`config.mk`:
```
export PLATFORM = sky130hd
export DESIGN_NAME = ibex_rf_access_ctrl
export DESIGN_NICKNAME = d
export VERILOG_FILES = /design/src/rtl/ibex_rf_access_ctrl_pkg.sv /design/src/rtl/ibex_rf_access_ctrl.sv
export SDC_FILE = /design/constraint.sdc
export NUM_CORES = 1
export LEC_CHECK = 0
export ABC_AREA = 1
export BUFFER_PORTS_ARGS = -buffer_cell sky130_fd_sc_hd__buf_2
export CORE_MARGIN = 2
export CORE_UTILIZATION = 40
export DETAILED_ROUTE_END_ITERATION = 7
export GPL_ROUTABILITY_DRIVEN = 0
export PLACE_DENSITY = 0.84
export SLEW_MARGIN = 20
export SYNTH_ARGS = -nofsm -noshare
export SYNTH_HDL_FRONTEND = slang
export SYNTH_SLANG_ARGS = --single-unit
```
`constraint.sdc`:
```
create_clock -name clk_i -period 1.4 [get_ports clk_i]
set_input_delay 0.14 -clock clk_i [delete_from_list [all_inputs] [get_ports clk_i]]
set_output_delay 0.14 -clock clk_i [all_outputs]
set_load 0.03 [all_outputs]
```
`src/rtl/ibex_rf_access_ctrl_pkg.sv`:
```
// Shared types for the register-file access sequencer: FSM state encoding
// and register-count helper.
package ibex_rf_access_ctrl_pkg;

  typedef enum logic [1:0] {
    RF_CLEAR,
    RF_RUN,
    RF_DBG_RD
  } rf_ctrl_state_e;

  localparam int unsigned RegAddrW = 5;

  function automatic int unsigned num_regs(input bit rv32e);
    return rv32e ? 32'd16 : 32'd32;
  endfunction

endpackage

```
`src/rtl/ibex_rf_access_ctrl.sv`:
```
// Write-port / read-port-B sequencer for the latch register file: post-reset
// clear sweep, core pass-through, and a debug req/gnt access path while halted.
module ibex_rf_access_ctrl
  import ibex_rf_access_ctrl_pkg::*;
#(
  parameter bit                   RV32E        = 1'b0,
  parameter int unsigned          DataWidth    = 32,
  parameter logic [DataWidth-1:0] WordZeroVal  = '0,
  parameter bit                   ClearOnReset = 1'b1
) (
  input  logic                 clk_i,
  input  logic                 rst_ni,
  input  logic                 core_halted_i,
  input  logic                 core_we_i,
  input  logic [4:0]           core_waddr_i,
  input  logic [DataWidth-1:0] core_wdata_i,
  input  logic [4:0]           core_raddr_b_i,
  input  logic                 dbg_req_i,
  input  logic                 dbg_we_i,
  input  logic [4:0]           dbg_addr_i,
  input  logic [DataWidth-1:0] dbg_wdata_i,
  output logic                 dbg_gnt_o,
  output logic                 dbg_rvalid_o,
  output logic [DataWidth-1:0] dbg_rdata_o,
  output logic                 dbg_err_o,
  output logic                 rf_we_o,
  output logic [4:0]           rf_waddr_o,
  output logic [DataWidth-1:0] rf_wdata_o,
  output logic [4:0]           rf_raddr_b_o,
  input  logic [DataWidth-1:0] rf_rdata_b_i,
  output logic                 init_done_o,
  output logic                 err_o
);

  localparam int unsigned         NumRegs = num_regs(RV32E);
  localparam logic [RegAddrW-1:0] LastReg = RegAddrW'(NumRegs - 1);

  rf_ctrl_state_e        r_state;
  logic [RegAddrW-1:0]   r_clr_cnt;
  logic                  r_init_done;
  logic                  r_err;
  logic                  r_dbg_rvalid;
  logic                  r_dbg_err;
  logic [DataWidth-1:0]  r_dbg_rdata;

  logic w_dbg_illegal;
  logic w_dbg_no_write;
  logic w_dbg_gnt;

  assign w_dbg_illegal  = RV32E && dbg_addr_i[4];
  assign w_dbg_no_write = w_dbg_illegal || (dbg_addr_i == '0);

  // Core traffic always wins; a pending read result also blocks the next grant.
  assign w_dbg_gnt = (r_state == RF_RUN) && dbg_req_i && core_halted_i &&
                     !core_we_i && !r_dbg_rvalid;

  always_comb begin
    rf_we_o      = core_we_i;
    rf_waddr_o   = core_waddr_i;
    rf_wdata_o   = core_wdata_i;
    rf_raddr_b_o = core_raddr_b_i;
    case (r_state)
      RF_CLEAR: begin
        rf_we_o    = 1'b1;
        rf_waddr_o = r_clr_cnt;
        rf_wdata_o = WordZeroVal;
      end
      RF_RUN: begin
        if (w_dbg_gnt) begin
          if (dbg_we_i) begin
            rf_we_o    = !w_dbg_no_write;
            rf_waddr_o = dbg_addr_i;
            rf_wdata_o = dbg_wdata_i;
          end else begin
            rf_raddr_b_o = dbg_addr_i;
          end
        end
      end
      default: ;
    endcase
  end

  always_ff @(posedge clk_i or negedge rst_ni) begin
    if (!rst_ni) begin
      r_state      <= ClearOnReset ? RF_CLEAR : RF_RUN;
      r_clr_cnt    <= RegAddrW'(1);
      r_init_done  <= !ClearOnReset;
      r_err        <= 1'b0;
      r_dbg_rvalid <= 1'b0;
      r_dbg_err    <= 1'b0;
      r_dbg_rdata  <= '0;
    end else begin
      r_dbg_rvalid <= 1'b0;
      r_dbg_err    <= 1'b0;
      case (r_state)
        RF_CLEAR: begin
          if (core_we_i) r_err <= 1'b1;
          r_clr_cnt <= r_clr_cnt + RegAddrW'(1);
          if (r_clr_cnt == LastReg) begin
            r_state     <= RF_RUN;
            r_init_done <= 1'b1;
          end
        end
        RF_RUN: begin
          if (w_dbg_gnt) begin
            r_dbg_err <= w_dbg_illegal;
            if (!dbg_we_i) begin
              r_dbg_rvalid <= 1'b1;
              r_dbg_rdata  <= w_dbg_no_write ? WordZeroVal : rf_rdata_b_i;
              r_state      <= RF_DBG_RD;
            end
          end
        end
        RF_DBG_RD: r_state <= RF_RUN;
        default:   r_state <= RF_CLEAR;
      endcase
    end
  end

  assign dbg_gnt_o    = w_dbg_gnt;
  assign dbg_rvalid_o = r_dbg_rvalid;
  assign dbg_rdata_o  = r_dbg_rdata;
  assign dbg_err_o    = r_dbg_err;
  assign init_done_o  = r_init_done;
  assign err_o        = r_err;

endmodule

```
==> flow_metrics.tcl <==
set metrics [dict create \
    status "finished with violations" \
    violations "setup timing" \
    synthCells 576 \
    synth_compound_area_share_pct 1.68 \
    synth_xor_xnor_area_share_pct 0.803 \
    clock-root-buffer "clkbuf_8" \
    pwr_density_cell_nw_per_um2 1460 \
    fin_cells 904 \
    worst-setup-path-type "reg2out" \
    fin_skew_ns 0.00817 \
    clock-sinks 42 \
    max_cap_violations 0 \
    first_iter_violations 388 \
    period_minus_slack_ns 1.89 \
    syn_to_final_growth_pct 95.9 \
    crit_top_cell "nand2_1" \
    crit_chain "inv_2, nor2_4, nand3_4, buf_8, clkbuf_16, nand2_1, nand2_1, nand2_1, nand2_1, buf_6" \
    antenna_found_initial 1 \
    drc_errors 0 \
    synth_area_per_cell_um2 5.68 \
    num_io_pins 197 \
    dr_wl_met3_mm 1.66 \
    die_y_um 94.5 \
    wl_met2_mm 8.30 \
    end_kind "output port" \
    m1WireLength_mm 5.62 \
    htreeDepth 2 \
    overflow 0 \
    multi_input_area_um2 2870 \
    clock_path_buffers 2 \
    fmax_ghz 0.528 \
    yosysTopAreaCell "nand2_1" \
    drv_slew 0 \
    final_antenna_net_count 0 \
    seq_area_frac_synth_pct 32.1 \
    yosysUniqueCellTypes 26 \
    crit_required_ns 1.26 \
    crit_path_start_kind "flip-flop" \
    ys_warn_count 0 \
    setup_ws_ns -0.494 \
    final_common_cell "nand2_1" \
    worstMarginPinSlew_ns 0.557 \
    track_usage_pct 30.4 \
    num_vias 5098 \
    portBuffers 195 \
    first_pass_iters 5 \
    hp-class "in2reg" \
    insertion_delay_ns 0.30 \
    total_power_mw 9.39 \
    grt_pass1_wl_mm 21.8 \
    synth_edf_count 0 \
    fin_nets 919 \
    num_rows 32 \
    die_w_um 94.5 \
    synthTopCellsByArea "nand2_1 44%, dfrtp_1 31%, nand3_1 11%, buf_2 2.8%, clkbuf_1 1.4%" \
    drive_gt1_share_pct 56.1 \
    cts_tree "done" \
    worstPathArrival_ns 1.75 \
    clk_pin_slew_ns 0.08 \
    design.die.area_um2 8920 \
    ys_async_sr_fraction_pct 100 \
    drt_wl_total_mm 16.5 \
    via_per_inst 5.64 \
    first_global_vias 4757 \
    synth_mux_area_share_pct 0 \
    yosys.area.top_type_share_pct 44.3 \
    cpLargestDelayFamily "simple AND/OR/NAND/NOR gates" \
    cpPeakStageDelay_ns 0.37 \
    ir_drop_v 0.00128 \
    start_util_pct 41.7 \
    power_leakage_nw 3.43 \
    max_slew_margin_pct 62.9 \
    finalCritPeriodShare_pct 135 \
    seqCellArea_um2 1050 \
    avgRoutedWirePerCell_um 18.2 \
    fin_setup_tns_ns -28.00 \
    synth_top_family_by_area "simple AND/OR/NAND/NOR gates" \
    hold_violations 0 \
    crit_buf_inv 4 \
    ys_ff_latch 42 \
    core_area_um2 7850 \
    synth_fp_nets 695 \
    dp.cells 866 \
    crit_slowest_cell "dfrtp_1" \
    numCtsBuffers 5 \
    synth_fa_ha_area_share_pct 0.765 \
    num-fill-cells 445 \
    synth_simple_gate_area_share_pct 57.4 \
    grt_max_degree 40 \
    maxUsedRoutingLayer "met4" \
    rsz0062_at_grt "true" \
    dp_hpwl_mm 8.49 \
    layout_common_cells "258 x nand2_1, 151 x buf_2, 77 x nand2_2" \
    syn_area_um2 3270 \
    synthFlopType "dfrtp_1" \
    path_max_fanout 11 \
    setup_viol 78 \
]
## where the power goes
| part | switching (mW) | internal, mW |
|---|---|---|
| sequential | 0.315 | 1.59 |
| combinational | 3.89 | 2.62 |
| clock | 0.441 | 0.535 |
## kinds of logic (layout without fill, tap and decap cells)
group / Yosys count / in the layout
AND/OR/NAND/NOR: 470 / 470
XOR/XNOR: 3 / 3
flip-flops: 42 / 42
other: 1 / 2
buffers and inverters: 50 / 275
adder cells (fa/ha/maj): 2 / 2
AO/OA/AOI/OAI: 8 / 8
## sequential cells by signal, summed over array words and instances, names as in the netlist
signal,flops
r_state,2
r_clr_cnt,5
dbg_rdata_o,32
err_o,1
dbg_rvalid_o,1
init_done_o,1
## tightest hold or removal path: stages
cell	delay (ns)
buf_2	0.08
nand3_2	0.06
nand2_1	0.05
## worst paths after layout
check / startpoint / to / slack, ns / depth (start not counted)
hold / removal: rf_rdata_b_i[9] / dbg_rdata_o[9] / 0.07 / 3
max in group asynchronous: rst_ni / r_clr_cnt[0] / 0.75 / 3
hold reg to reg: dbg_rdata_o[30] / dbg_rdata_o[30] / 0.47 / 2
setup reg to reg: r_state[0] / dbg_rdata_o[28] / -0.38 / 12
setup / recovery: r_state[0] / rf_wdata_o[0] / -0.49 / 10
min in group asynchronous: rst_ni / dbg_rdata_o[18] / 0.18 / 2
## timing repair
action                                  CTS  global route
hold buffers                              1             0
pin swaps                                35            42
resized for setup                       184           110
endpoints found under the setup margin   75            79
buffers inserted                         12             7
hold endpoints to repair                 41             0
cloned                                    9             8
## routing by layer
| layer | vias to the layer above | track usage [%] |
|---|---|---|
| li1 | 2229 | - |
| met1 | 2391 | 32.8 |
| met2 | 381 | 56.7 |
| met3 | 97 | 6.07 |
| met4 | 0 | 14.5 |
| met5 | - | 0 |
## cell type report
cell class	count	area share [%]
clock inverter	1	0.468
tap	102	1.99
clock buffer	7	1.19
timing repair buffer	255	34.0
sequential	42	16.4
inverter	12	1.07
multi-input combinational	484	44.8
antenna	1	0.0390
## synthesized netlist by cell type, types with 2 or more instances
master / n
inv_2: 3
buf_6: 2
xnor2_1: 2
nor2_1: 5
inv_1: 8
buf_2: 18
o21bai_1: 2
a22oi_1: 4
clkbuf_1: 12
ha_1: 2
dfrtp_1: 41
nand2_1: 386
buf_1: 4
nor2_2: 2
nand3_1: 73
buf_4: 2
## per-stage QoR
step	instance area, µm²	util, %	hold slack (ns)	worst slack (ns)
5_1_grt	6410	81.7	0.0694	-0.538
3_5_place_dp	4850	61.8	-0.0423	-0.185
3_3_place_gp	4850	61.8	-0.0418	-0.122
4_1_cts	5920	75.4	0.0624	-0.410
2_1_floorplan	3640	-	-0.156	-0.0245
6_report	6410	81.7	0.0659	-0.494
Power figures use the tool's default switching activity.
